[src/rtl/serial_frame_deserializer_if.sv]
// Handshake and serial-input bundle for serial_frame_deserializer.
// The slave modport is the deserializer side, and the master modport is the producer/consumer side.
interface serial_frame_deserializer_if #(
    parameter int WIDTH = 8
);
    localparam int CNT_W = $clog2(WIDTH + 1);

    logic             frame_start;
    logic             dir;
    logic             sdata;
    logic             sdata_valid;
    logic [WIDTH-1:0] out_data;
    logic             out_valid;
    logic             out_ready;
    logic             busy;
    logic [CNT_W-1:0] bit_count;
    logic             overrun;
    logic             clr_overrun;
    logic             frame_abort;

    modport slave (
        input  frame_start, dir, sdata, sdata_valid, out_ready, clr_overrun,
        output out_data, out_valid, busy, bit_count, overrun, frame_abort
    );

    modport master (
        output frame_start, dir, sdata, sdata_valid, out_ready, clr_overrun,
        input  out_data, out_valid, busy, bit_count, overrun, frame_abort
    );
endinterface

[src/rtl/serial_frame_deserializer.sv]
// Framed serial-to-parallel receiver with MSB/LSB-first shifting, a single-entry
// valid/ready output buffer, a sticky overrun flag and a frame-abort pulse.
module serial_frame_deserializer #(
    parameter  int WIDTH = 8,
    localparam int CNT_W = $clog2(WIDTH + 1)
) (
    input  logic                        clk,
    input  logic                        rst,
    serial_frame_deserializer_if.slave  bus
);
    typedef enum logic {IDLE, RECV} state_t;

    localparam logic [CNT_W-1:0] LAST_IDX = CNT_W'(WIDTH - 1);

    state_t           state_q, state_d;
    logic             dir_q, dir_d;
    logic [WIDTH-1:0] sreg_q, sreg_d;
    logic [CNT_W-1:0] cnt_q, cnt_d;
    logic [WIDTH-1:0] out_data_q, out_data_d;
    logic             out_valid_q, out_valid_d;
    logic             overrun_q, overrun_d;
    logic             abort_q, abort_d;

    logic             complete;
    logic [WIDTH-1:0] word;
    logic [WIDTH-1:0] start_sreg;
    logic [CNT_W-1:0] start_cnt;

    function automatic logic [WIDTH-1:0] shift_in(input logic [WIDTH-1:0] s,
                                                  input logic b,
                                                  input logic lsb_first);
        return lsb_first ? {b, s[WIDTH-1:1]} : {s[WIDTH-2:0], b};
    endfunction

    always_ff @(posedge clk) begin
        if (rst) begin
            state_q     <= IDLE;
            dir_q       <= 1'b0;
            sreg_q      <= '0;
            cnt_q       <= '0;
            out_data_q  <= '0;
            out_valid_q <= 1'b0;
            overrun_q   <= 1'b0;
            abort_q     <= 1'b0;
        end else begin
            state_q     <= state_d;
            dir_q       <= dir_d;
            sreg_q      <= sreg_d;
            cnt_q       <= cnt_d;
            out_data_q  <= out_data_d;
            out_valid_q <= out_valid_d;
            overrun_q   <= overrun_d;
            abort_q     <= abort_d;
        end
    end

    always_comb begin
        state_d    = state_q;
        dir_d      = dir_q;
        sreg_d     = sreg_q;
        cnt_d      = cnt_q;
        abort_d    = 1'b0;
        complete   = 1'b0;
        word       = shift_in(sreg_q, bus.sdata, dir_q);

        // A frame opening always starts from an empty register; a coincident
        // valid bit is already bit 1 of that frame.
        start_sreg = bus.sdata_valid ? shift_in('0, bus.sdata, bus.dir) : '0;
        start_cnt  = bus.sdata_valid ? CNT_W'(1) : '0;

        case (state_q)
            IDLE: begin
                if (bus.frame_start) begin
                    state_d = RECV;
                    dir_d   = bus.dir;
                    sreg_d  = start_sreg;
                    cnt_d   = start_cnt;
                end
            end
            RECV: begin
                if (bus.sdata_valid) begin
                    sreg_d = word;
                    if (cnt_q == LAST_IDX) begin
                        complete = 1'b1;
                        state_d  = IDLE;
                        cnt_d    = '0;
                    end else begin
                        cnt_d = cnt_q + CNT_W'(1);
                    end
                end
                // A restart on the completion edge lets the word complete; the
                // same bit then also opens the next frame.
                if (bus.frame_start) begin
                    abort_d = ~complete;
                    state_d = RECV;
                    dir_d   = bus.dir;
                    sreg_d  = start_sreg;
                    cnt_d   = start_cnt;
                end
            end
            default: state_d = IDLE;
        endcase

        out_data_d  = out_data_q;
        out_valid_d = out_valid_q & ~bus.out_ready;
        overrun_d   = overrun_q & ~bus.clr_overrun;
        if (complete) begin
            if (!out_valid_q || bus.out_ready) begin
                out_data_d  = word;
                out_valid_d = 1'b1;
            end else begin
                overrun_d = 1'b1;
            end
        end
    end

    always_comb begin
        bus.out_data    = out_data_q;
        bus.out_valid   = out_valid_q;
        bus.busy        = (state_q == RECV);
        bus.bit_count   = cnt_q;
        bus.overrun     = overrun_q;
        bus.frame_abort = abort_q;
    end
endmodule
[src/flat_wrapper.sv]
// flat-port wrapper written by rule: the top's interface ports become plain ports
module serial_frame_deserializer_flat 
#(
    parameter  int WIDTH = 8,
    localparam int CNT_W = $clog2(WIDTH + 1)
)
  (clk, rst, bus_frame_start, bus_dir, bus_sdata, bus_sdata_valid, bus_out_ready, bus_clr_overrun, bus_out_data, bus_out_valid, bus_busy, bus_bit_count, bus_overrun, bus_frame_abort);
  serial_frame_deserializer_if #(.WIDTH(WIDTH)) bus_i ();
  input  logic clk;
  input  logic rst;
  input wire logic [$bits(bus_i.frame_start)-1:0] bus_frame_start;
  input wire logic [$bits(bus_i.dir)-1:0] bus_dir;
  input wire logic [$bits(bus_i.sdata)-1:0] bus_sdata;
  input wire logic [$bits(bus_i.sdata_valid)-1:0] bus_sdata_valid;
  input wire logic [$bits(bus_i.out_ready)-1:0] bus_out_ready;
  input wire logic [$bits(bus_i.clr_overrun)-1:0] bus_clr_overrun;
  output wire logic [$bits(bus_i.out_data)-1:0] bus_out_data;
  output wire logic [$bits(bus_i.out_valid)-1:0] bus_out_valid;
  output wire logic [$bits(bus_i.busy)-1:0] bus_busy;
  output wire logic [$bits(bus_i.bit_count)-1:0] bus_bit_count;
  output wire logic [$bits(bus_i.overrun)-1:0] bus_overrun;
  output wire logic [$bits(bus_i.frame_abort)-1:0] bus_frame_abort;
  assign bus_i.frame_start = bus_frame_start;
  assign bus_i.dir = bus_dir;
  assign bus_i.sdata = bus_sdata;
  assign bus_i.sdata_valid = bus_sdata_valid;
  assign bus_i.out_ready = bus_out_ready;
  assign bus_i.clr_overrun = bus_clr_overrun;
  assign bus_out_data = bus_i.out_data;
  assign bus_out_valid = bus_i.out_valid;
  assign bus_busy = bus_i.busy;
  assign bus_bit_count = bus_i.bit_count;
  assign bus_overrun = bus_i.overrun;
  assign bus_frame_abort = bus_i.frame_abort;
  serial_frame_deserializer #(.WIDTH(WIDTH)) u_core (.clk(clk), .rst(rst), .bus(bus_i));
endmodule
[config.mk]
export PLATFORM = sky130hd
export DESIGN_NAME = serial_frame_deserializer_flat
export DESIGN_NICKNAME = d
export VERILOG_FILES = /design/src/rtl/serial_frame_deserializer_if.sv /design/src/rtl/serial_frame_deserializer.sv /design/src/flat_wrapper.sv
export SDC_FILE = /design/constraint.sdc
export NUM_CORES = 1
export LEC_CHECK = 0
export CORE_UTILIZATION = 44
export CTS_CLUSTER_SIZE = 14
export DETAILED_ROUTE_END_ITERATION = 8
export PLACE_DENSITY_LB_ADDON = 0.15
export SYNTH_ARGS = -nofsm -noshare
export SYNTH_HDL_FRONTEND = slang
export SYNTH_SLANG_ARGS = --single-unit
export TNS_END_PERCENT = 100
[constraint.sdc]
create_clock -name clk -period 1.3 [get_ports clk]
set_input_delay 0.13 -clock clk [delete_from_list [all_inputs] [get_ports clk]]
set_output_delay 0.13 -clock clk [all_outputs]
set_load 0.03 [all_outputs]
---- Word level (Yosys, flattened, before mapping) ----
Cells that the tools add are included.
cells by class
  eq/ne operators ......................... 3
  mux-type cells .......................... 27
  $add $sub $neg .......................... 1
  reduce and logical (&&, ||, !) cells .... 5
  bitwise operators ....................... 7
operator list
  cell                 count
  $mux 8               6
  $mux 4               4
  $pmux 8 s2           1
  $mux 1               14
  $pmux 4 s2           1
  $not 1->1            5
  $add 4x1->4 const B  1
  $eq 4x3->1 const B   1
  $reduce_and 2->1     2
  $ne 3x3->1 const B   1
  $reduce_or 3->1      1
  $and 1x1->1          2
  $ne 2x2->1 const B   1
  $pmux 1 s2           1
  $logic_not 1->1      1
  $logic_or 1x1->1     1
word-level totals
  word-level logic and storage cells ...... 51
  register bits after elaboration ......... 25
  output and inout bits ................... 16

---- Depth between registers and ports, before layout ----
Gate-level depths: netlist of the first run.
  depth after elaboration ................. 6
  mapped depth ............................ 6
  mapped depth without buffers ............ 4

---- Worst setup path after synthesis of the first run ----
No wires, ideal clock.
  path type ............................... register to register
  from .................................... register u_core.cnt_q[0], in the netlist u_core.bus.bit_count[0]
  to ...................................... register u_core.cnt_q[3], in the netlist u_core.bus.bit_count[3]
  buffers on the path ..................... 0
  path slack .............................. -0.224 ns
  library setup time ...................... 0.070 ns
  cell stages (with the launch flop) ...... 5
  arrival ................................. 1.455 ns
  cells stage by stage .................... dfxtp_1 -> ha_1 -> and3b_1 -> or4_1 -> a21oi_1
on the way
  longest elaborated chain between the ends .. 5
  elaborated cells between the ends (all ways) .. 6
  classes of those cells .................. add/sub: 1; eq/ne: 1; mux: 4
ends and longest elaborated chain
  element                                           line                                                              RTL
  start, declared                                   serial_frame_deserializer.sv:18                                   logic [CNT_W-1:0] cnt_q, cnt_d;
  start signal, assigned                            serial_frame_deserializer.sv:49                                   cnt_q <= cnt_d;
  $add 4x1->4 / $eq 4x3->1 (equally long branches)  serial_frame_deserializer.sv:88, serial_frame_deserializer.sv:83
  $mux 4 *                                          serial_frame_deserializer.sv:83                                   if (cnt_q == LAST_IDX) begin
  $mux 4 *                                          serial_frame_deserializer.sv:81                                   if (bus.sdata_valid) begin
  $mux 4 *                                          serial_frame_deserializer.sv:93                                   if (bus.frame_start) begin
  $pmux 4 s2 *                                      serial_frame_deserializer.sv:71                                   case (state_q)
Every way passes the cells marked *; elsewhere a longest branch is shown, timed or not. The select of a mux whose other input is x is not followed.
A chain may end at the register's enable or synchronous reset.

---- Final worst setup path of the first run ----
  from .................................... register u_core.cnt_q[1], in the netlist u_core.bus.bit_count[1]
  to ...................................... register u_core.cnt_q[3], in the netlist u_core.bus.bit_count[3]
The elaborated chain is that of the path after synthesis.

==> PnR_summary.wiki, run 1 <==
{| class="wikitable"
! Metric !! Value
|-
| Result of the run || finished with violations
|-
| Violations in the final reports || negative setup slack
|-
| Core Rows || 17
|-
| Starting utilization of the core area || 0.4886
|-
| Number of max-cap violations || 0
|-
| Final RePlAce weighted congestion || between 0.7 and 0.8
|-
| Worst voltage drop across the vdd grid || between 0.6 and 0.7 mV
|-
| Overall fraction of global-route tracks in use || 0.1950
|-
| Number of vias after detailed routing || between 900 and 1k
|-
| Post-detail-place hpwl || about 1900 um
|-
| CTS tree || yes
|-
| Total length of routed wires || approximately 2500 um
|-
| Number of buffers added on ports || 23
|-
| Number of iterations in the first detailed-routing pass || 2
|-
| Critical path class || flop to flop
|-
| DRC || 0
|-
| Sequential area share after synthesis || 0.4459
|-
| Count of different cell masters after synthesis || 32
|-
| Vias in the first global route || around 900
|-
| Hold path startpoint || bus_clr_overrun
|-
| Post-synth ARST share || 0
|-
| Register cell area after layout || a little over 500 um2
|-
| Maximum number of pins on one net before global-route repair || 16
|-
| Worst Max-Slew Pin Slew || 269.4 ps
|-
| Synthesized instance count || around 110
|-
| Maximum clock frequency || slightly above 0.7 GHz
|-
| Maximum single-stage delay on the critical path || 410 ps
|-
| Leakage Power || ~0.62 nW
|-
| Type of destination of the critical path || flop
|-
| Final layout net count || 158
|-
| GRT Residual Overflow || 0
|-
| RSZ-0062 raised after global routing || yes
|-
| Number of flops mapped to enable cells by yosys || 0
|-
| Synthesis Warnings || 0
|-
| Antenna fix cells || 0
|-
| Die W || between 50 and 60 um
|-
| Overall die area || between 2000 and 3000 um2
|-
| Post-CTS Hold Buffers || 0
|-
| Maximum fanout along the worst path || 7
|-
| Antenna violations before repair || 0
|-
| Critical path startpoint category || flop
|-
| Final sum of negative setup slack || -215.6 ps
|-
| Dominant register cell in the synthesized netlist || dfxtp_1
|-
| Net count of the mapped netlist || around 120
|-
| Worst hold path endpoint || u_core.bus.overrun$_SDFF_PP0_
|-
| Count of boundary I/O pins || 24
|-
| Start of the worst register-to-register path || u_core.bus.bit_count[1]$_SDFFE_PP0P_
|-
| Setup ws final || -93.12 ps
|-
| CP max-delay cell || or4_1
|-
| Total CTS buffers || 3
|-
| Power density relative to cell area || 844.3 nW/um2
|-
| Insertion delay to the later sink of the worst-skew pair || around 320 ps
|-
| Post-DRT Antenna Nets || 0
|-
| Area of the multi-input gates || approximately 610 um2
|-
| Area growth from synthesis to final layout || 40.25%
|-
| Min-Delay Path Depth || 4
|-
| Min-delay worst type || primary input to flop
|-
| Max-slew violation count || 0
|-
| Post-Place Cell Area || 1501 um2
|-
| Fraction of final layout cells sized beyond drive strength 1 || 0.3716
|-
| Mean instance size in the synthesized netlist || between 10 and 15 um2
|-
| Register-to-register path setup slack || -90 ps
|-
| Relative slew slack || 0.8153
|-
| Worst reg2reg path depth || 4
|-
| Root buffer cell || clkbuf_4
|-
| Critical path cell sequence || ha_4 -> and3b_2 -> or4_1 -> a21oi_1
|-
| Wire per inst || about 14 um
|-
| Number of levels the H-tree was split into || 1
|-
| First-pass GRT wire length || 3995 um
|-
| Final Util || 0.6852
|-
| Clock sinks || 25
|-
| Endpoints failing hold || 0
|-
| WP data required || about 1500 ps
|-
| Worst clock skew || 12.60 ps
|-
| Overall power consumption || approximately 1.3 mW
|-
| Filler instances || 200
|-
| Final Cell Area || ~1600 um2
|-
| Number of setup violations in the final report || 8
|-
| Synthesized area || ~1100 um2
|-
| Max clock buf depth || 2
|-
| Reg-to-Reg End || u_core.bus.bit_count[3]$_SDFFE_PP0P_
|-
| Number of synthesized register bits || 25
|-
| Number of vias per cell || between 5 and 6
|-
| Data arrival, critical path || between 1500 and 2000 ps
|-
| Die height || ~53 um
|-
| Total core area || between 2000 and 2500 um2
|-
| Combined buffer and inverter count along the critical path || 0
|-
| Final period utilization || 1.072
|-
| Category of cells accounting for the largest share of critical-path delay || simple AND/OR/NAND/NOR gates
|-
| DR iter-0 viols || 1
|-
| Clock-pin slew of the registers on the worst-case setup and hold paths || 140 ps
|-
| Tmin final || ~1400 ps
|}
==> cells in the mapped netlist, types with 2 or more instances <==
master,count,area (um2)
mux2i_1,9,90.09
buf_2,3,15.01
clkbuf_1,2,7.510
a21oi_1,6,30.03
o21ai_0,2,10.01
nand3_1,3,15.01
nand2_1,3,11.26
inv_1,3,11.26
buf_4,2,15.01
a211o_1,2,17.52
nor2_1,10,37.54
buf_6,3,33.78
a211oi_1,6,45.04
a31oi_1,9,56.30
a211oi_2,8,100.1
dfxtp_1,25,500.5
==> sequential cells by signal (all words and copies together) (netlist names) <==
| register | flops |
|---|---|
| u_core.bus.bit_count | 4 |
| u_core.dir_q | 1 |
| u_core.bus.out_data | 8 |
| u_core.bus.overrun | 1 |
| u_core.bus.out_valid | 1 |
| u_core.sreg_q | 8 |
| u_core.bus.frame_abort | 1 |
| u_core.bus.busy | 1 |
==> worst max path at each step <==
stage	slack, ps	endpoint	depth (start not counted)	startpoint
floorplan	-5	u_core.bus.bit_count[3]$_SDFFE_PP0P_	4	u_core.bus.bit_count[1]$_SDFFE_PP0P_
global placement	-150	u_core.bus.bit_count[3]$_SDFFE_PP0P_	4	bus_sdata_valid
detailed placement	-190	u_core.bus.bit_count[3]$_SDFFE_PP0P_	4	bus_sdata_valid
CTS	-100	u_core.bus.bit_count[3]$_SDFFE_PP0P_	4	u_core.bus.bit_count[1]$_SDFFE_PP0P_
global route	-130	u_core.bus.bit_count[3]$_SDFFE_PP0P_	4	u_core.bus.bit_count[1]$_SDFFE_PP0P_
finish	-90	u_core.bus.bit_count[3]$_SDFFE_PP0P_	4	u_core.bus.bit_count[1]$_SDFFE_PP0P_
==> routing by layer <==
| metal | global-route usage | vias to the layer above | share of wire | routed length, um |
|---|---|---|---|---|
| li1 | - | 488 | - | - |
| met4 | 0.06579 | 0 | 0.0057 | 14 |
| met2 | 0.3312 | 12 | 0.50 | 1224 |
| met1 | 0.2504 | 443 | 0.47 | 1153 |
| met3 | 0.02609 | 2 | 0.027 | 67 |
| met5 | 0 | - | 0 | 0 |
==> layout make-up <==
| class | instances | share of cell area |
|---|---|---|
| Clock buffer | 3 | 0.01431 |
| Clock inverter | 1 | 0.003975 |
| Inverter | 3 | 0.007154 |
| Multi-Input combinational cell | 74 | 0.3871 |
| Sequential cell | 25 | 0.3259 |
| Tap cell | 28 | 0.02226 |
| Timing Repair Buffer | 42 | 0.2393 |
==> cell families (layout without fill, tap and decap cells) <==
group / Yosys count / count (layout) / share of synthesized area
AO/OA/AOI/OAI: 36 / 36 / 0.2519
XOR/XNOR: 1 / 1 / 0.007805
adder cells (fa/ha/maj): 1 / 1 / 0.01115
buffers and inverters: 13 / 49 / 0.07357
flip-flops: 25 / 25 / 0.4459
multiplexers: 9 / 9 / 0.08027
AND/OR/NAND/NOR: 27 / 27 / 0.1293
==> timing repair <==
item / in CTS / in global routing
buffers inserted: 0 / 1
pin swaps: 3 / 1
resized for setup: 24 / 6
endpoints found under the setup margin: 27 / 13
==> where the power goes <==
part           switching, mW  internal [mW]
Sequential            0.0157          0.780
Combinational         0.0911         0.0919
Clock                  0.230          0.119
Total                  0.337          0.992
==> worst register-to-register path: stages (launching register included) <==
cell and delay [ps]:
dfxtp_4 380, ha_4 160, and3b_2 270, or4_1 410, a21oi_1 130
==> stage by stage <==
step	hold WS [ps]	setup slack (ps)	cells
after global placement	471.0	-151.4	171
after global routing	436.5	-129.9	176
after detailed placement	480.2	-186.6	171
final	416.1	-93.12	176
after CTS	409.1	-95.43	175
after floorplan	194.6	-5.464	112
==> cells in the final DEF, fill, tap and decap left out, drive strengths merged, types with 4 or more instances in the layout <==
cell	synthesis	routed
clkbuf	2	4
a21oi	6	6
nand2	4	4
dlygate4sd2	0	14
mux2i	9	9
nor2	10	10
buf	8	19
inv	3	4
a211oi	14	14
dfxtp	25	25
a31oi	9	9
clkdlybuf4s50	0	7
(Power assumes the default switching activity.)
==> run 2: changes to the inputs <==
--- a/config.mk
+++ b/config.mk
@@ -8,6 +8,7 @@
 export CORE_UTILIZATION = 44
 export CTS_CLUSTER_SIZE = 14
 export DETAILED_ROUTE_END_ITERATION = 8
+export MAX_ROUTING_LAYER = met4
 export PLACE_DENSITY_LB_ADDON = 0.15
 export SYNTH_ARGS = -nofsm -noshare
 export SYNTH_HDL_FRONTEND = slang
==> run 2 against run 1 <==
Net effect:
- the run still ends with negative setup slack left
- count of clock-buffer cells in the layout unchanged
- cell count unchanged
- clock skew hardly changed
- die area is the same
- combinational power is essentially flat
- clock power barely moved
- utilization unchanged
- routed wire length did not move
- global-route usage increased by 0.51 points
- critical path depth unchanged
- worst hold slack is essentially flat
==> PnR_summary.wiki, run 2 (synthesis gave the netlist of run 1 again) <==
{| class="wikitable"
! Metric !! Value
|-
| Overall die area || around 2800 um2
|-
| Die height || roughly 53 um
|-
| Number of buffers added on ports || 23
|-
| Overall fraction of global-route tracks in use || 0.2001
|-
| Post-Place Cell Area || between 1500 and 2000 um2
|-
| Data arrival, critical path || between 1500 and 2000 ps
|-
| Combined buffer and inverter count along the critical path || 0
|-
| Antenna violations before repair || 0
|-
| Number of levels the H-tree was split into || 1
|-
| Total core area || about 2300 um2
|-
| Wire per inst || between 10 and 15 um
|-
| Clock sinks || 25
|-
| Worst reg2reg path depth || 4
|-
| Clock-pin slew of the registers on the worst-case setup and hold paths || roughly 140 ps
|-
| Critical path cell sequence || ha_4 -> and3b_2 -> or4_1 -> a21oi_1
|-
| Maximum single-stage delay on the critical path || about 410 ps
|-
| Type of destination of the critical path || flop
|-
| Max-slew violation count || 0
|-
| Min-Delay Path Depth || 4
|-
| Max clock buf depth || 2
|-
| Count of boundary I/O pins || 24
|-
| Post-detail-place hpwl || about 1900 um
|-
| Overall power consumption || about 1.3 mW
|-
| Register-to-register path setup slack || -90 ps
|-
| Insertion delay to the later sink of the worst-skew pair || 320 ps
|-
| Non-filler instance count after layout || roughly 180
|-
| Area growth from synthesis to final layout || 40.25%
|-
| RSZ-0062 raised after global routing || yes
|-
| Final Cell Area || 1574 um2
|-
| Total length of routed wires || about 2500 um
|-
| Leading cell type in the layout, fill and taps excluded || dfxtp_1
|-
| Relative slew slack || 0.8153
|-
| WP data required || between 1500 and 2000 ps
|-
| First-pass GRT wire length || roughly 4000 um
|-
| Number of max-cap violations || 0
|-
| Leakage Power || just over 0.6 nW
|-
| DRC || 0
|-
| Maximum fanout along the worst path || 7
|-
| Power density relative to cell area || between 800 and 900 nW/um2
|-
| Core Rows || 17
|-
| Maximum number of pins on one net before global-route repair || 16
|-
| Reg-to-Reg End || u_core.bus.bit_count[3]$_SDFFE_PP0P_
|-
| Number of setup violations in the final report || 8
|-
| Critical path class || flop to flop
|-
| Number of vias per cell || between 5 and 6
|-
| Number of vias after detailed routing || 945
|-
| Maximum clock frequency || just over 0.7 GHz
|-
| Final Util || 0.6852
|-
| Violations in the final reports || negative setup slack
|-
| Critical path startpoint category || flop
|-
| Endpoints failing hold || 0
|-
| CTS tree || yes
|-
| Number of iterations in the first detailed-routing pass || 2
|-
| Worst voltage drop across the vdd grid || just over 0.6 mV
|-
| Worst clock skew || roughly 13 ps
|-
| Starting utilization of the core area || 0.4886
|-
| Category of cells accounting for the largest share of critical-path delay || simple AND/OR/NAND/NOR gates
|-
| Final period utilization || 1.072
|-
| Total CTS buffers || 3
|-
| Final RePlAce weighted congestion || 0.8066
|-
| Tmin final || roughly 1400 ps
|-
| Result of the run || finished with violations
|-
| Worst Max-Slew Pin Slew || roughly 270 ps
|-
| Start of the worst register-to-register path || u_core.bus.bit_count[1]$_SDFFE_PP0P_
|-
| Commonest cells after routing, fill and taps aside || dfxtp_1, buf_4, dlygate4sd2_1
|-
| CP max-delay cell || or4_1
|-
| GRT Residual Overflow || 0
|-
| Antenna fix cells || 0
|-
| DR iter-0 viols || 1
|-
| Post-DRT Antenna Nets || 0
|-
| Fraction of final layout cells sized beyond drive strength 1 || 0.3716
|-
| Die W || about 53 um
|-
| Hold path startpoint || bus_clr_overrun
|-
| Number of cells in the design after placement || between 150 and 200
|-
| Root buffer cell || clkbuf_4
|-
| Worst hold path endpoint || u_core.bus.overrun$_SDFF_PP0_
|-
| Min-delay worst type || primary input to flop
|-
| Setup ws final || -93.12 ps
|-
| Vias in the first global route || 886
|-
| Final layout net count || 158
|}
-- run 2: where the power goes --
| group | internal [mW] | total, mW | switching, mW | leakage [nW] |
|---|---|---|---|---|
| Sequential | 0.780 | 0.796 | 0.0157 | 0.206 |
| Combinational | 0.0919 | 0.183 | 0.0911 | 0.397 |
| Clock | 0.119 | 0.350 | 0.230 | 0.0183 |
-- run 2: tightest hold or removal path: stages --
cell and delay [ps]:
clkdlybuf4s50_1 400, inv_1 60, a32oi_2 40, nor2_1 70
-- run 2: timing repair --
item	4_1_cts	5_1_grt
pin swaps	3	1
hold buffers	0	0
endpoints found under the setup margin	27	13
cloned	0	0
setup buffers	0	1
resized for setup	24	6
-- run 2: routing by layer --
layer  track usage  vias to the layer above  wire length (um)
met2        0.3312                       12              1224
met4       0.06579                        0                14
met1        0.2504                      443              1153
li1              -                      488                 -
met5             -                        -                 0
met3       0.02609                        2                67
-- run 2: worst max path at each step --
| stage | from | end | slack, ps | cells after the start |
|---|---|---|---|---|
| 6_report | u_core.bus.bit_count[1]$_SDFFE_PP0P_ | u_core.bus.bit_count[3]$_SDFFE_PP0P_ | -90 | 4 |
| 4_1_cts | u_core.bus.bit_count[1]$_SDFFE_PP0P_ | u_core.bus.bit_count[3]$_SDFFE_PP0P_ | -100 | 4 |
| 5_1_grt | u_core.bus.bit_count[1]$_SDFFE_PP0P_ | u_core.bus.bit_count[3]$_SDFFE_PP0P_ | -130 | 4 |
| 3_5_place_dp | bus_sdata_valid | u_core.bus.bit_count[3]$_SDFFE_PP0P_ | -190 | 4 |
| 2_1_floorplan | u_core.bus.bit_count[1]$_SDFFE_PP0P_ | u_core.bus.bit_count[3]$_SDFFE_PP0P_ | -5 | 4 |
| 3_3_place_gp | bus_sdata_valid | u_core.bus.bit_count[3]$_SDFFE_PP0P_ | -150 | 4 |
-- run 2: final cells by class --
cell class / instances / area, um2
inverter: 3 / 11.26
fill: 200 / 723.2
timing repair buffer: 42 / 376.6
tap: 28 / 35.03
clock inverter: 1 / 6.256
multi-input combinational: 74 / 609.3
clock buffer: 3 / 22.52
sequential: 25 / 513.0
-- run 2: per-stage QoR --
step,setup slack (ps),hold slack (ps),TNS (ps)
after global routing,-129.9,436.5,-634.3
after CTS,-95.43,409.1,-166.2
after detailed placement,-186.6,480.2,-1843
after global placement,-151.4,471.0,-1518
final,-93.12,416.1,-215.6
after floorplan,-5.464,194.6,-5.464
